File: src/rtl/i2s_adc_capture.sv
// I2S (Philips, MSB first, 1-bit delay) ADC receiver that writes interleaved
// stereo samples into a BRAM ring and presents each word on a valid-pulse stream.
//
// Ports:
//   clk, rstn                    system clock, asynchronous active-low reset
//   i2s_bclk, i2s_lrclk          bit clock and word select (0 = left), clk-synchronous
//   i2s_adcdat                   serial ADC data
//   capture_en                   record enable, sampled at each left-word start
//   sample_data, sample_right    last completed word and its channel
//   sample_valid                 1-cycle pulse per completed word
//   bram_*                       BRAM port B write interface (byte address = slot*4)
//   wrapped, frame_err           sticky status flags
module i2s_adc_capture #(
    parameter int SAMPLE_BITS = 24,
    parameter int FRAMES      = 30000
) (
    input  logic        clk,
    input  logic        rstn,
    input  logic        i2s_bclk,
    input  logic        i2s_lrclk,
    input  logic        i2s_adcdat,
    input  logic        capture_en,
    output logic [23:0] sample_data,
    output logic        sample_right,
    output logic        sample_valid,
    output logic        bram_clkb,
    output logic        bram_rstb,
    output logic        bram_enb,
    output logic [3:0]  bram_web,
    output logic [31:0] bram_addrb,
    output logic [31:0] bram_dinb,
    output logic        wrapped,
    output logic        frame_err
);

    localparam int PW = (FRAMES > 1) ? $clog2(FRAMES) : 1;
    localparam int CW = $clog2(SAMPLE_BITS + 1);

    typedef enum logic [1:0] {IDLE, ARMED, FULL} state_t;

    state_t                   state;
    logic                     bclk_q;
    logic                     ws_q;
    logic                     ws_ok;
    logic                     chan;
    logic                     rec;
    logic                     left_ok;
    logic [CW-1:0]            cnt;
    logic [SAMPLE_BITS-2:0]   shreg;
    logic [PW-1:0]            fptr;

    logic                     rise;
    logic                     boundary;
    logic                     last_bit;
    logic                     complete;
    logic                     trunc;
    logic signed [SAMPLE_BITS-1:0] word;
    logic [31:0]              ext;
    logic [31:0]              slot;

    assign bram_clkb = clk;
    assign bram_rstb = 1'b0;

    assign rise     = !bclk_q && i2s_bclk;
    // ws_q is only meaningful once one rise has been seen since reset,
    // so a restart in the middle of a word never looks like a boundary.
    assign boundary = rise && ws_ok && (i2s_lrclk != ws_q);
    assign last_bit = (cnt == CW'(SAMPLE_BITS - 1));
    // The final bit completes a word whether it arrives on the boundary
    // rise (LSB of a full-length word) or mid half-frame (long frames).
    assign complete = rise && (state == ARMED) && last_bit;
    assign trunc    = boundary && (state == ARMED) && !last_bit;
    assign word     = {shreg, i2s_adcdat};
    assign ext      = 32'(word);
    assign slot     = (32'(fptr) << 1) | 32'(chan);

    always_ff @(posedge clk or negedge rstn) begin
        if (!rstn) begin
            state        <= IDLE;
            bclk_q       <= 1'b0;
            ws_q         <= 1'b0;
            ws_ok        <= 1'b0;
            chan         <= 1'b0;
            rec          <= 1'b0;
            left_ok      <= 1'b0;
            cnt          <= '0;
            shreg        <= '0;
            fptr         <= '0;
            sample_data  <= '0;
            sample_right <= 1'b0;
            sample_valid <= 1'b0;
            bram_enb     <= 1'b0;
            bram_web     <= 4'h0;
            bram_addrb   <= '0;
            bram_dinb    <= '0;
            wrapped      <= 1'b0;
            frame_err    <= 1'b0;
        end else begin
            bclk_q       <= i2s_bclk;
            sample_valid <= 1'b0;
            bram_enb     <= 1'b0;
            bram_web     <= 4'h0;

            if (rise) begin
                ws_q  <= i2s_lrclk;
                ws_ok <= 1'b1;
            end

            if (complete) begin
                sample_valid <= 1'b1;
                sample_data  <= ext[23:0];
                sample_right <= chan;
                if (rec) begin
                    if (!chan) begin
                        bram_enb   <= 1'b1;
                        bram_web   <= 4'hF;
                        bram_addrb <= slot << 2;
                        bram_dinb  <= ext;
                        left_ok    <= 1'b1;
                    end else if (left_ok) begin
                        bram_enb   <= 1'b1;
                        bram_web   <= 4'hF;
                        bram_addrb <= slot << 2;
                        bram_dinb  <= ext;
                        left_ok    <= 1'b0;
                        if (fptr == PW'(FRAMES - 1)) begin
                            fptr    <= '0;
                            wrapped <= 1'b1;
                        end else begin
                            fptr <= fptr + PW'(1);
                        end
                    end else begin
                        frame_err <= 1'b1;
                    end
                end
            end

            if (trunc) begin
                frame_err <= 1'b1;
            end

            // Arming on the boundary without shifting gives the I2S 1-bit delay.
            // rec uses the old value above, so a frame finishes as it started.
            if (boundary) begin
                state <= ARMED;
                chan  <= i2s_lrclk;
                cnt   <= '0;
                if (!i2s_lrclk) begin
                    rec <= capture_en;
                end
            end else if (rise && state == ARMED) begin
                shreg <= word[SAMPLE_BITS-2:0];
                cnt   <= cnt + CW'(1);
                if (last_bit) begin
                    state <= FULL;
                end
            end
        end
    end

endmodule

File: config.mk
export PLATFORM = sky130hd
export DESIGN_NAME = i2s_adc_capture
export DESIGN_NICKNAME = d
export VERILOG_FILES = /design/src/rtl/i2s_adc_capture.sv
export SDC_FILE = /design/constraint.sdc
export NUM_CORES = 1
export LEC_CHECK = 0
export CORE_UTILIZATION = 57
export CTS_BUF_LIST = sky130_fd_sc_hd__clkbuf_4 sky130_fd_sc_hd__clkbuf_8
export DETAILED_ROUTE_END_ITERATION = 8
export PLACE_DENSITY = 0.88
export SYNTH_ARGS = -nofsm -noshare
export SYNTH_HDL_FRONTEND = slang
export SYNTH_SLANG_ARGS = --single-unit
File: constraint.sdc
create_clock -name clk -period 5.59 [get_ports clk]
set_input_delay 0.559 -clock clk [delete_from_list [all_inputs] [get_ports clk]]
set_output_delay 0.559 -clock clk [all_outputs]
set_load 0.02 [all_outputs]
==> results.md, run 1 <==
* RSZ-0062 raised after global routing: no
* First-pass GRT wire length at between 15,000 and 20,000 um
* Biggest area consumer among synthesized cells: sky130_fd_sc_hd__dfrtp_1
* Antenna violations before repair at 0
* Crit-path max cell delay at between 0.5 and 0.6 ns
* Max-capacitance violation count at 0
* Synthesized cell area at between 5000 and 6000 um2
* Kind of capture point of the worst setup path: output port
* Post-synthesis sequential area ratio at roughly 60%
* Die area at slightly above 9000 um2
* Buffer count from post-CTS setup fixing at 0
* Worst Clk Skew at just over 0.01 ns
* Worst-case setup margin in the final layout at between 1 and 1.5 ns
* Routed length on met2 at about 5000 um
* Compound-Gate Fraction of Synth Area at 3.42%
* Number of nets in the finished design at between 400 and 500
* Layout cells sized above 1 at around 30%
* Total number of vias at between 3k and 4k
* Power per Cell Area at 306 nW/um2
* CP cell instances: clkbuf_8, clkbuf_8, clkdlybuf4s50_1
* Routed length on met1 at 3940 um
* Leakage dissipation at 2.98 nW
* Input/output buffers at just under 90
* Combinational share of power at 6.1%
* Via density per instance at ~5.6
* Grt total ovfl at 0
* Ant diodes at 0
* Seq cells post-synth at 120
* Number of gates given a new drive strength after cts at 0
* Detailed placement HPWL at approximately 6200 um
* Met3 routed WL at about 730 um
* Mapped Cells at ~370
* All-layer global routing usage at between 20% and 30%
* Drt first pass iters at 4
* Routed wire per std cell at about 17 um
* I/O pin cnt at between 100 and 150
* Top FF cell, synth: sky130_fd_sc_hd__dfrtp_1
* Class of the worst hold path: input port to asynchronous set/reset pin
* Hold-fix buffer count after cts at 0
* Iteration-0 DRC Markers at roughly 130
* Final-report max-slew violation count at 0
* Slew HR at between 20% and 30%
* Pre-CTS setup slack at between 1.5 and 2 ns
* Largest fanout on the critical path at 2
* Final weighted congestion in routability-driven placement at between 0.8 and 0.9
* Internal power at around 0.0014 W
* Peak ir drop on the vdd network at 277 uV
* TritonCTS clock tree: built
* Post-Synth Adder-Cell Area at less than 1%
* Main combinational cell family by area after synthesis: multiplexers
* Die Y-Extent at a little under 100 um
* Final hold violation count at 0
* Portion of total power attributed to sequential cells at just over 50%
* Mean cell area of the mapped netlist at 13.8 um2
* Total wirelength of the detailed-routed design at between 9000 and 10,000 um
* Share of the synthesized area in the top cell type at around three fifths
* Biggest area contributors in the synthesized netlist: sky130_fd_sc_hd__dfrtp_1, sky130_fd_sc_hd__mux2_2, sky130_fd_sc_hd__buf_4, sky130_fd_sc_hd__xor2_1, sky130_fd_sc_hd__o21ai_0
* Clock transition time at the flip-flop clock pins of the worst setup and hold paths at approximately 0.070 ns
* Type of the worst setup path: clock port to output port
* Outcome: complete, no violations
* Actual slew at the worst max-slew pin at ~1.1 ns
* Placement Rows at 33
* Arrival @ worst endpoint at ~3.5 ns
* Die Span X at a little under 100 um
* Endpoints failing setup at 0
* Xor/xnor cell area share of the yosys netlist at 1.91%
* Critical Path RT at between 5 and 6 ns
* Core box area at 8380 um2
* Post-synth EDFFs at 0
* Multiplexer share of the synthesized area at between 10% and 20%
* Total Negative Setup Slacks at 0 ns
* Antenna-violating nets left at 0
* Critical Path Start Type: clock port
* Synth warn at 0
* Via count of the first global-routing pass at around 3.2k
* Largest net degree at the start of global routing at just under 70
* Dominant cell type by count on the critical path: sky130_fd_sc_hd__clkbuf_8
* Uppermost metal layer occupied by signal nets: met4
* Simple-gate share of the synthesized area at under 10%
* Clock power share at 42.3%
* Starting utilization of the core area at 60.3%
* Net Sw Power at slightly above 0.0005 W
* Clock latency on the worst-skew pair at around 0.55 ns
* Area growth from synthesis to layout at 23.8%
* DRC violations left at 0
* Highest-delay cell along the critical path: sky130_fd_sc_hd__clkdlybuf4s50_1
* Async set-or-reset flop fraction in the synthesized netlist at 100%
* Number of distinct library cells after synthesis at between 40 and 50
* Switching share of total power at 27.1%
[power groups by stage]
stage          registers (W)   logic, W  clock network [W]
6_report            0.000986   0.000117           0.000808
5_1_grt             0.000993   0.000130           0.000864
4_1_cts             0.000984   0.000119           0.000824
3_5_place_dp        0.000997   0.000117          0.0000240
3_3_place_gp        0.000993   0.000109          0.0000240
2_1_floorplan       0.000978  0.0000917          0.0000209
[logic make-up after synthesis]
group           count (synthesis)
flops                         120
compound gates                 28
fa+ha+maj                       2
xor+xnor                       11
simple gates                   70
other cells                     1
buf+inv                        45
mux                            89
[synthesized netlist by cell type (5+ instances only)]
cell type	instances
sky130_fd_sc_hd__and3_1	6
sky130_fd_sc_hd__nor2_1	10
sky130_fd_sc_hd__xor2_1	6
sky130_fd_sc_hd__buf_2	7
sky130_fd_sc_hd__o21ai_0	9
sky130_fd_sc_hd__nand4_1	6
sky130_fd_sc_hd__mux2_2	88
sky130_fd_sc_hd__dfrtp_1	120
sky130_fd_sc_hd__nand2_1	12
sky130_fd_sc_hd__nand3_1	6
sky130_fd_sc_hd__buf_4	32
sky130_fd_sc_hd__xnor2_1	5
sky130_fd_sc_hd__a21oi_1	7
[final cells by class]
| type | instances | area (um2) |
|---|---|---|
| clock buffer | 21 | 285 |
| clock inverter | 15 | 144 |
| fill | 496 | 2130 |
| inverter | 4 | 16.3 |
| multi-input combinational | 217 | 1800 |
| sequential | 120 | 3000 |
| tap | 105 | 131 |
| timing repair buffer | 88 | 873 |
[cell usage in the layout, fill, tap and decap left out, types with 2 or more instances in the layout]
master	synthesis	routed
sky130_fd_sc_hd__dfrtp_1	120	120
sky130_fd_sc_hd__mux2_2	88	88
sky130_fd_sc_hd__clkdlybuf4s50_1	0	86
sky130_fd_sc_hd__clkbuf_8	0	20
sky130_fd_sc_hd__conb_1	1	17
sky130_fd_sc_hd__nand2_1	12	12
sky130_fd_sc_hd__nor2_1	10	10
sky130_fd_sc_hd__o21ai_0	9	9
sky130_fd_sc_hd__a21oi_1	7	7
sky130_fd_sc_hd__clkinvlp_4	0	7
sky130_fd_sc_hd__and3_1	6	6
sky130_fd_sc_hd__nand3_1	6	6
sky130_fd_sc_hd__nand4_1	6	6
sky130_fd_sc_hd__xor2_1	6	6
sky130_fd_sc_hd__inv_6	0	6
sky130_fd_sc_hd__xnor2_1	5	5
sky130_fd_sc_hd__nand3b_1	3	3
sky130_fd_sc_hd__nor3_1	3	3
sky130_fd_sc_hd__nand4b_1	3	3
sky130_fd_sc_hd__inv_1	3	3
sky130_fd_sc_hd__and4_1	3	3
sky130_fd_sc_hd__o31ai_1	3	3
sky130_fd_sc_hd__or3_1	3	3
sky130_fd_sc_hd__buf_4	32	3
sky130_fd_sc_hd__or2_2	2	2
sky130_fd_sc_hd__a21o_1	2	2
sky130_fd_sc_hd__ha_1	2	2
[final timing paths]
check | slack (ns) | to | cells after the start | startpoint
max | 1.49 | bram_clkb | 3 | clk
min | 0.04 | ws_ok$_DFFE_PN0N_ | 1 | rstn
max in group asynchronous | 4.29 | cnt[1]$_DFFE_PN0P_ | 2 | rstn
min reg2reg | 0.49 | wrapped$_DFFE_PN0P_ | 1 | wrapped$_DFFE_PN0P_
min in group clk | 0.49 | wrapped$_DFFE_PN0P_ | 1 | wrapped$_DFFE_PN0P_
max reg2reg | 2.57 | bram_dinb[30]$_DFFE_PN0P_ | 6 | cnt[0]$_DFFE_PN0P_
[critical path, delay by kind of cell]
| family | cells | cell delay, ns |
|---|---|---|
| buffers and inverters | 3 | 0.75 |
[through the flow]
| step | total power, W | utilization (%) | hold slack (ns) | instance area [um2] | instances |
|---|---|---|---|---|---|
| finish | 0.00191 | 74.6 | 0.0435 | 6250 | 570 |
| global route | 0.00199 | 74.6 | 0.0782 | 6250 | 570 |
| CTS | 0.00193 | 74.6 | 0.0516 | 6250 | 570 |
| detailed placement | 0.00114 | 69.6 | 0.469 | 5830 | 535 |
| global placement | 0.00113 | 69.6 | 0.465 | 5830 | 535 |
| floorplan | 0.00109 | - | 0.263 | 5110 | 382 |
[per-layer routing]
layer / vias to the layer above / track usage (%)
met5: - / 0
met4: 0 / 12.2
met3: 19 / 9.64
met2: 116 / 38.5
met1: 1607 / 28.2
li1: 1435 / -
[flip-flops by register name, summed over array words and instances (netlist names), 2 cells and up]
register and count:
sample_data 24, bram_addrb 16, fptr 15, cnt 5, state 2, bram_dinb 24
shreg 23
Power figures use the tool's default switching activity.
==> run 2, diff against run 1 <==
--- a/config.mk
+++ b/config.mk
@@ -5,10 +5,10 @@
 export SDC_FILE = /design/constraint.sdc
 export NUM_CORES = 1
 export LEC_CHECK = 0
-export CORE_UTILIZATION = 57
+export CORE_UTILIZATION = 48
 export CTS_BUF_LIST = sky130_fd_sc_hd__clkbuf_4 sky130_fd_sc_hd__clkbuf_8
 export DETAILED_ROUTE_END_ITERATION = 8
-export PLACE_DENSITY = 0.88
+export PLACE_DENSITY = 0.79
 export SYNTH_ARGS = -nofsm -noshare
 export SYNTH_HDL_FRONTEND = slang
 export SYNTH_SLANG_ARGS = --single-unit
==> constraint.sdc (replaced) <==
create_clock -name clk -period 3.3 [get_ports clk]
set_input_delay 0.33 -clock clk [delete_from_list [all_inputs] [get_ports clk]]
set_output_delay 0.33 -clock clk [all_outputs]
set_load 0.02 [all_outputs]
==> results.md, run 2 (synthesis results as in run 1) <==
* Placement Rows at 37 (+12%)
* Worst-case hold path end point: bclk_q$_DFF_PN0_
* RSZ-0062 raised after global routing: no
* Iteration-0 DRC Markers at 130 (+4.0%)
* CP cell instances: clkbuf_8, clkbuf_8, clkdlybuf4s50_1
* TritonCTS clock tree: built
* Slew HR at 35.3% (+6.2 points)
* Area growth from synthesis to layout at 25.7%
* Pre-CTS setup slack at 0.592 ns (-1.14 ns)
* Routed length on met1 at 4030 um (+2.3%)
* Routed wire per std cell at 16.1 um (-6.3%)
* I/O pin cnt at 105 (unchanged)
* Via density per instance at 5.22 (-6.4%)
* Via count of the first global-routing pass at 3,243 (+0.81%)
* Reg-to-Reg Start: cnt[0]$_DFFE_PN0P_
* Antenna violations before repair at 0 (unchanged)
* Most frequent cells in the layout: sky130_fd_sc_hd__dfrtp_1, sky130_fd_sc_hd__mux2_2, sky130_fd_sc_hd__clkdlybuf4s50_1
* DRC violations left at 0 (unchanged)
* Final weighted congestion in routability-driven placement at 0.810 (-1.1%)
* Worst Clk Skew at 0.0118 ns (+0.00157 ns)
* Critical Path Start Type: clock port
* Starting utilization of the core area at 49.1% (-11 points)
* Max-capacitance violation count at 0 (unchanged)
* Largest fanout on the critical path at 2 (unchanged)
* Power per Cell Area at 514 nW/um2 (+68%)
* Number of gates given a new drive strength after cts at 0 (unchanged)
* Final hold violation count at 0 (unchanged)
* Antenna-violating nets left at 0 (unchanged)
* Dominant cell type by count on the critical path: sky130_fd_sc_hd__clkbuf_8
* Highest-delay cell along the critical path: sky130_fd_sc_hd__clkdlybuf4s50_1
* Delay-heaviest family, CP: buffers and inverters
* Total number of vias at 3,150 (-0.85%)
* Outcome: complete, no violations
* Class of the worst hold path: input port to register
* Buffer count from post-CTS setup fixing at 0 (unchanged)
* Critical Path RT at 2.97 ns (-2.06 ns)
* Kind of capture point of the worst setup path: output port
* Worst-case setup margin in the final layout at 0.569 ns (-0.919 ns)
* Input/output buffers at 87 (unchanged)
* Die area at 10,900 um2 (+18%)
* Grt total ovfl at 0 (unchanged)
* Detailed placement HPWL at 6510 um (+4.6%)
* Crit-path max cell delay at 0.52 ns (about the same)
* Die Span X at 105 um (+8.8%)
* Clock transition time at the flip-flop clock pins of the worst setup and hold paths at 0.07 ns (about the same)
* Type of the worst setup path: clock port to output port
* R2R cell count at 7 (+1)
* Buffers and inverters on the worst path at 3 (unchanged)
* Die Y-Extent at 105 um (+8.8%)
* Leakage dissipation at 3.03 nW (+1.5%)
* Uppermost metal layer occupied by signal nets: met4
* Total wirelength of the detailed-routed design at 9740 um (-0.67%)
* Ant diodes at 0 (unchanged)
* Endpoint of the worst-slack reg-to-reg timing path: bram_addrb[9]$_DFFE_PN0P_
* Arrival @ worst endpoint at 2.40 ns (-1.14 ns)
* Largest net degree at the start of global routing at 80 (+16%)
* # fillers at 816 (+65%)
* Drt first pass iters at 4 (unchanged)
* First-pass GRT wire length at 16,100 um (+0.69%)
* Flop2flop setup slack at 0.98 ns (-1.59 ns)
* Total Negative Setup Slacks at 0 ns (unchanged)
* Core box area at 10,300 um2 (+23%)
* Largest registers ranked by flip-flop count: bram_dinb: 24 flops, sample_data: 24 flops, shreg: 23 flops
* Routed length on met2 at 4930 um (about the same)
* Peak ir drop on the vdd network at 379 uV (+37%)
* Actual slew at the worst max-slew pin at 0.970 ns (-0.0922 ns)
* Hold-fix buffer count after cts at 1 (+1)
* Final-report max-slew violation count at 0 (unchanged)
* Clock latency on the worst-skew pair at 0.54 ns (about the same)
* Met3 routed WL at 601 um (-18%)
* Layout cells sized above 1 at 29.9% (+0.24 points)
* All-layer global routing usage at 19.5% (-4.7 points)
* Number of nets in the finished design at 463 (+0.65%)
* Hold-critical path depth at 1
* Endpoints failing setup at 0 (unchanged)
* Startpoint of the worst hold path: i2s_bclk
* Leading cell type in the layout, fill and taps excluded: sky130_fd_sc_hd__dfrtp_1
-- run 2: where the power goes --
part           total (W)  switching [W]  internal (W)
Clock            0.00139       0.000667      0.000728
Combinational   0.000200       0.000104     0.0000964
Sequential       0.00167       0.000108       0.00156
Total            0.00326       0.000878       0.00239
-- run 2: final cells by class --
| type | instances | area (um2) | share of cell area [%] |
|---|---|---|---|
| timing repair buffer | 91 | 923 | 14.5 |
| clock inverter | 14 | 138 | 2.17 |
| sequential | 120 | 3000 | 47.3 |
| inverter | 4 | 16.3 | 0.256 |
| multi-input combinational | 217 | 1800 | 28.3 |
| tap | 136 | 170 | 2.68 |
| clock buffer | 22 | 299 | 4.71 |
-- run 2: metrics by stage --
step           util [%]  hold slack, ns  total power, W  instance area, um2  instances
2_1_floorplan         -          0.0344         0.00185                5110        382
3_3_place_gp       57.5           0.463         0.00192                5910        568
3_5_place_dp       57.5           0.478         0.00194                5910        568
4_1_cts            61.8           0.330         0.00330                6350        604
5_1_grt            61.8           0.340         0.00340                6350        604
6_report           61.8           0.350         0.00326                6350        604
-- run 2: worst register-to-register path: stages, from the launching register on --
cell and delay, ns:
sky130_fd_sc_hd__dfrtp_1 0.41, sky130_fd_sc_hd__ha_1 0.23, sky130_fd_sc_hd__and4b_1 0.34, sky130_fd_sc_hd__nand2_4 0.08
sky130_fd_sc_hd__clkinv_2 0.11, sky130_fd_sc_hd__nand3_2 0.41, sky130_fd_sc_hd__buf_12 0.35, sky130_fd_sc_hd__mux2_2 0.29
-- run 2: worst max path at each step --
| stage | startpoint | endpoint | cells past startpoint | slack (ns) |
|---|---|---|---|---|
| floorplan | clk | bram_clkb | 1 | 1.19 |
| global placement | i2s_bclk | bram_addrb[7]$_DFFE_PN0P_ | 7 | 0.67 |
| global route | clk | bram_clkb | 3 | 0.55 |
| detailed placement | i2s_bclk | bram_addrb[14]$_DFFE_PN0P_ | 7 | 0.59 |
| finish | clk | bram_clkb | 3 | 0.57 |
| CTS | clk | bram_clkb | 3 | 0.56 |
-- run 2: routing by layer --
metal	track usage, %	vias to the layer above
met5	0	-
met4	10.7	0
met3	7.74	16
met2	30.9	101
met1	22.6	1598
li1	-	1435
